$ cat src/rtl/muldiv_issue_ctrl.sv
// rtl/muldiv_issue_ctrl.sv - issue/stall sequencer for the shared iterative multiply/divide unit
// Optional macro MULDIV_PERF_EN adds stall-cycle and retired-op performance counters.
module muldiv_issue_ctrl #(
  parameter int DATA_W  = 32,
  parameter int CNT_W   = 7,
  parameter int TIMEOUT = 100
) (
  input  logic                clk,
  input  logic                resetn,
  input  logic                validE,
  input  logic                mulE,
  input  logic                divE,
  input  logic                signedE,
  input  logic [DATA_W-1:0]   srcaE,
  input  logic [DATA_W-1:0]   srcbE,
  input  logic                flush_i,
  input  logic                stall_ext_i,
  output logic                unit_start_o,
  output logic                unit_op_o,
  output logic                unit_signed_o,
  output logic [DATA_W-1:0]   unit_a_o,
  output logic [DATA_W-1:0]   unit_b_o,
  output logic                unit_cancel_o,
  input  logic                unit_done_i,
  input  logic [2*DATA_W-1:0] unit_result_i,
  output logic                stall_o,
  output logic                hilo_we_o,
  output logic [2*DATA_W-1:0] hilo_o,
  output logic                busy_o,
`ifdef MULDIV_PERF_EN
  output logic [31:0]         perf_busy_o,
  output logic [31:0]         perf_ops_o,
`endif
  output logic                err_timeout_o
);

  typedef enum logic [1:0] {IDLE, RUN, DONE} state_t;

  state_t              state_q, state_d;
  logic [CNT_W-1:0]    cnt_q;
  logic [2*DATA_W-1:0] result_q;
  logic                issue;
  logic                div_zero;

  assign issue    = validE & (mulE | divE) & ~flush_i & ~stall_ext_i;
  // divE wins when both decode bits are set, so the zero check keys off divE alone
  assign div_zero = divE & (srcbE == '0);

  assign hilo_o = result_q;
  assign busy_o = (state_q != IDLE);

  always_comb begin
    state_d       = state_q;
    stall_o       = 1'b0;
    hilo_we_o     = 1'b0;
    unit_cancel_o = 1'b0;
    case (state_q)
      IDLE: begin
        if (issue) begin
          stall_o = 1'b1;
          state_d = div_zero ? DONE : RUN;
        end
      end
      RUN: begin
        stall_o = 1'b1;
        if (flush_i) begin
          unit_cancel_o = 1'b1;
          state_d       = IDLE;
        end else if (unit_done_i) begin
          state_d = DONE;
        end
      end
      DONE: begin
        if (flush_i) begin
          state_d = IDLE;
        end else if (!stall_ext_i) begin
          hilo_we_o = 1'b1;
          state_d   = IDLE;
        end
      end
      default: state_d = IDLE;
    endcase
  end

  always_ff @(posedge clk or negedge resetn) begin
    if (!resetn) begin
      state_q       <= IDLE;
      cnt_q         <= '0;
      result_q      <= '0;
      unit_start_o  <= 1'b0;
      unit_op_o     <= 1'b0;
      unit_signed_o <= 1'b0;
      unit_a_o      <= '0;
      unit_b_o      <= '0;
      err_timeout_o <= 1'b0;
    end else begin
      state_q      <= state_d;
      unit_start_o <= 1'b0;
      case (state_q)
        IDLE: begin
          if (issue) begin
            unit_op_o     <= divE;
            unit_signed_o <= signedE;
            unit_a_o      <= srcaE;
            unit_b_o      <= srcbE;
            unit_start_o  <= ~div_zero;
            cnt_q         <= '0;
            // a divide by zero retires this zero result without touching the unit
            result_q      <= '0;
          end
        end
        RUN: begin
          if (cnt_q != '1) cnt_q <= cnt_q + CNT_W'(1);
          if (!flush_i && unit_done_i) begin
            result_q <= unit_result_i;
          end else if (!unit_done_i && (cnt_q >= CNT_W'(TIMEOUT - 1))) begin
            err_timeout_o <= 1'b1;
          end
        end
        default: ;
      endcase
    end
  end

`ifdef MULDIV_PERF_EN
  always_ff @(posedge clk or negedge resetn) begin
    if (!resetn) begin
      perf_busy_o <= '0;
      perf_ops_o  <= '0;
    end else begin
      if (stall_o)   perf_busy_o <= perf_busy_o + 32'd1;
      if (hilo_we_o) perf_ops_o  <= perf_ops_o + 32'd1;
    end
  end
`endif

endmodule

$ cat config.mk
export PLATFORM = sky130hd
export DESIGN_NAME = muldiv_issue_ctrl
export DESIGN_NICKNAME = d
export VERILOG_FILES = /design/src/rtl/muldiv_issue_ctrl.sv
export SDC_FILE = /design/constraint.sdc
export NUM_CORES = 1
export LEC_CHECK = 0
export ABC_AREA = 0
export CORE_ASPECT_RATIO = 1.1
export CORE_UTILIZATION = 37
export DETAILED_ROUTE_END_ITERATION = 10
export GPL_TIMING_DRIVEN = 0
export PLACE_DENSITY = 0.74
export SLEW_MARGIN = 20
export SYNTH_ARGS = -nofsm -noshare
export SYNTH_HDL_FRONTEND = slang
export SYNTH_SLANG_ARGS = --single-unit
$ cat constraint.sdc
create_clock -name clk -period 1.8 [get_ports clk]
set_input_delay 0.36 -clock clk [delete_from_list [all_inputs] [get_ports clk]]
set_output_delay 0.36 -clock clk [all_outputs]
set_load 0.02 [all_outputs]
==> impl_metrics.json <==
{
  "tns_ps": -44.1,
  "end_kind": "flip-flop",
  "p_int_uw": 7690,
  "vias": 5465,
  "grt_pass1_wl_mm": 28.6,
  "p_per_area_nw_per_um2": 1090,
  "clk_latency_ps": 420,
  "synth_cell_types": 35,
  "grt_use_met3": 0.0532,
  "dr.pass1.iters": 4,
  "clk_pin_slew_ps": 60,
  "grt-ovfl-total": 0,
  "min_to": "state_q[1]",
  "grtUsageTotal": 0.237,
  "hold_path.class": "in2reg",
  "place_ws_ps": -907,
  "seqPwrFrac": 0.376,
  "arrival_ps": 2130,
  "reg2reg_from": "state_q[0]",
  "finalCriticalPeriod_ps": 1830,
  "netlist_instances": 631,
  "drt_iter0_drc": 305,
  "num_rows": 47,
  "yosys.area.top_type": "dfrtp_1",
  "cts_made_buffers": 17,
  "dp_hpwl_mm": 13.0,
  "synth_area_um2": 5680,
  "cts_buffer_depth": 2,
  "busiest_layer": "met2",
  "syn_to_final_growth_pct": 75.2,
  "design_area_um2": 9950,
  "cts_htree_levels": 4,
  "die_h_um": 132,
  "fillers": 1270,
  "maxSlewViolCount": 0,
  "use_met1": 0.295,
  "crit_path_max_incr_delay_ps": 450,
  "yosysTopAreaCellShare": 0.621,
  "worst_slack_ps": -33.2,
  "hold_path_depth": 2,
  "final_nets": 1072,
  "tritoncts": "yes",
  "drtAntennaViolNets": 0,
  "rsz0062_at_grt": "true",
  "place_inst": 1100,
  "rr_endpoint": "unit_b_o[23]",
  "slowest_stage": "dfrtp_2",
  "synth_nets": 769,
  "clkPwrFrac": 0.349,
  "switchingPower_uw": 3190,
  "routed_wl_mm": 19.0,
  "worstPathRequired_ps": 2100,
  "worst_slew_pin_slew_ps": 625,
  "timing.fmax_ghz": 0.545,
  "initial_core_util": 0.377,
  "period_share": 1.02,
  "die-area_um2": 15900,
  "finClkSkew_ps": 5.52,
  "hp-start": "flush_i",
  "r2r_cells": 7,
  "p_sw_frac": 0.294,
  "route.detailed.drc": 0,
  "regToRegSetupSlack_ps": -30,
  "path_common_cell": "buf_12",
  "critPathLaunchType": "flip-flop",
  "fin_cells": 1143,
  "grt_max_degree": 83,
  "antenna_found_initial": 0,
  "drive_above_1_share": 0.159,
  "coreArea_um2": 15100,
  "maxCapViolCount": 0,
  "ys_seq_elements": 141,
  "postPlaceCellArea_um2": 8680,
  "final_cell_mix": "nand2_1, clkdlybuf4s50_1, dfrtp_1, nand3_1, nand2_2",
  "crit_chain": "or2_4 -> or3_4 -> buf_12 -> buf_12 -> clkbuf_16 -> nand2_2 -> nand2_1",
  "slew-limit-headroom": 0.583,
  "whs_ps": 250,
  "cts_root_buf": "clkbuf_16",
  "synth_area_leaders": "dfrtp_1, nand2_1, nand3_1",
  "status": "complete, but fails checks",
  "critPathMaxFanout": 7,
  "avgViaCountPerCell": 4.78,
  "p_leak_uw": 0.00522,
  "violations": "negative setup slack",
  "wl_per_cell_um": 16.6,
  "io_pins": 273,
  "io_buffers": 272,
  "yosysSeqAreaShare": 0.621,
  "ir_worst_vdd_mv": 0.607,
  "grt_pass1_vias": 5394,
  "crit_type": "reg2reg",
  "synth_warnings": 0,
  "antenna_cells": 0,
  "gp_congestion": 0.852,
  "setup_viol": 3,
  "use_met2": 0.378,
  "pwr-share-comb": 0.276,
  "hold_violations": 0,
  "avgSynthCellArea_um2": 9.00,
  "final_common_cell": "nand2_1",
  "cts_sinks": 141,
  "die-width_um": 120
}
## power by group through the flow
stage | combinational [uW] | sequential (uW) | clock, uW
after floorplan | 563 | 4700 | 0
after global placement | 2840 | 4050 | 0
after detailed placement | 2880 | 4070 | 0
after CTS | 2910 | 4030 | 3850
after global routing | 3190 | 4160 | 4010
final | 3000 | 4090 | 3790
## worst max-delay path: cells and delay by family (launching register included)
kind,cells,cell delay (ps)
buf+inv,3,460
flops,1,450
simple gates,4,790
## metal layers
metal	share of wire	wire length [um]
met5	0	0
met2	0.50	9510
met1	0.40	7560
met4	0.049	935
met3	0.051	958
## repair_timing
item | CTS | global route
hold buffers | 1 | 0
buffers inserted | 3 | 1
resized for setup | 47 | 146
pin swaps | 6 | 89
setup endpoints to repair | 142 | 96
cloned | 1 | 7
endpoints found under the hold margin | 81 | 0
## cell usage after synthesis
master	count
nand2_1	334
dfrtp_1	141
nand3_1	65
buf_2	12
clkbuf_1	12
nor4_1	8
buf_1	6
buf_6	6
nor2_1	5
a21oi_1	3
a22o_1	3
and2_1	3
inv_1	3
mux2i_1	3
a31oi_1	2
and4_1	2
nand4_1	2
nor3_1	2
nor3_2	2
or3_1	2
a21boi_0	1
a2bb2oi_1	1
a41o_1	1
and3_1	1
ha_1	1
mux2_2	1
nand2b_1	1
nor2b_1	1
nor4b_1	1
o21a_1	1
o21ai_0	1
o2bb2ai_1	1
o32ai_1	1
or2_1	1
or3b_1	1
## worst max path at each step
stage	startpoint	endpoint	slack [ps]	depth (start not counted)
detailed placement	flush_i	stall_o	-910	6
CTS	state_q[1]	hilo_we_o	-9	3
global route	srcbE[31]	state_q[0]	-90	5
global placement	resetn	unit_a_o[1]	-5490	1
finish	state_q[0]	unit_b_o[23]	-30	7
floorplan	state_q[0]	unit_a_o[9]	40	8
## registers in the layout, indices dropped and copies added, names as in the netlist
signal and count:
hilo_o 64, cnt_q 7, unit_a_o 32, err_timeout_o 1, unit_b_o 32, state_q 2
unit_start_o 1, unit_op_o 1, unit_signed_o 1
## kinds of logic after synthesis
kind of cell	synth area share
multiplexers	0.00727
adder cells (fa/ha/maj)	0.00220
AND/OR/NAND/NOR	0.314
AO/OA/AOI/OAI	0.0194
buffers and inverters	0.0363
flip-flops	0.621
## through the flow
step / total power, uW / utilization
final: 10900 / 0.661
after global routing: 11400 / 0.661
after CTS: 10800 / 0.626
after detailed placement: 6950 / 0.577
after global placement: 6890 / 0.575
after floorplan: 5260 / -
## cell type report
class / count / area [um^2] / area share
tap: 196 / 245 / 0.0246
buffer: 34 / 265 / 0.0267
multi-input combinational: 451 / 2200 / 0.221
clock inverter: 10 / 159 / 0.0160
clock buffer: 22 / 484 / 0.0487
inverter: 3 / 11.3 / 0.00113
timing repair buffer: 286 / 3060 / 0.307
sequential: 141 / 3530 / 0.355
No activity file was read; power rests on OpenSTA's default activity.
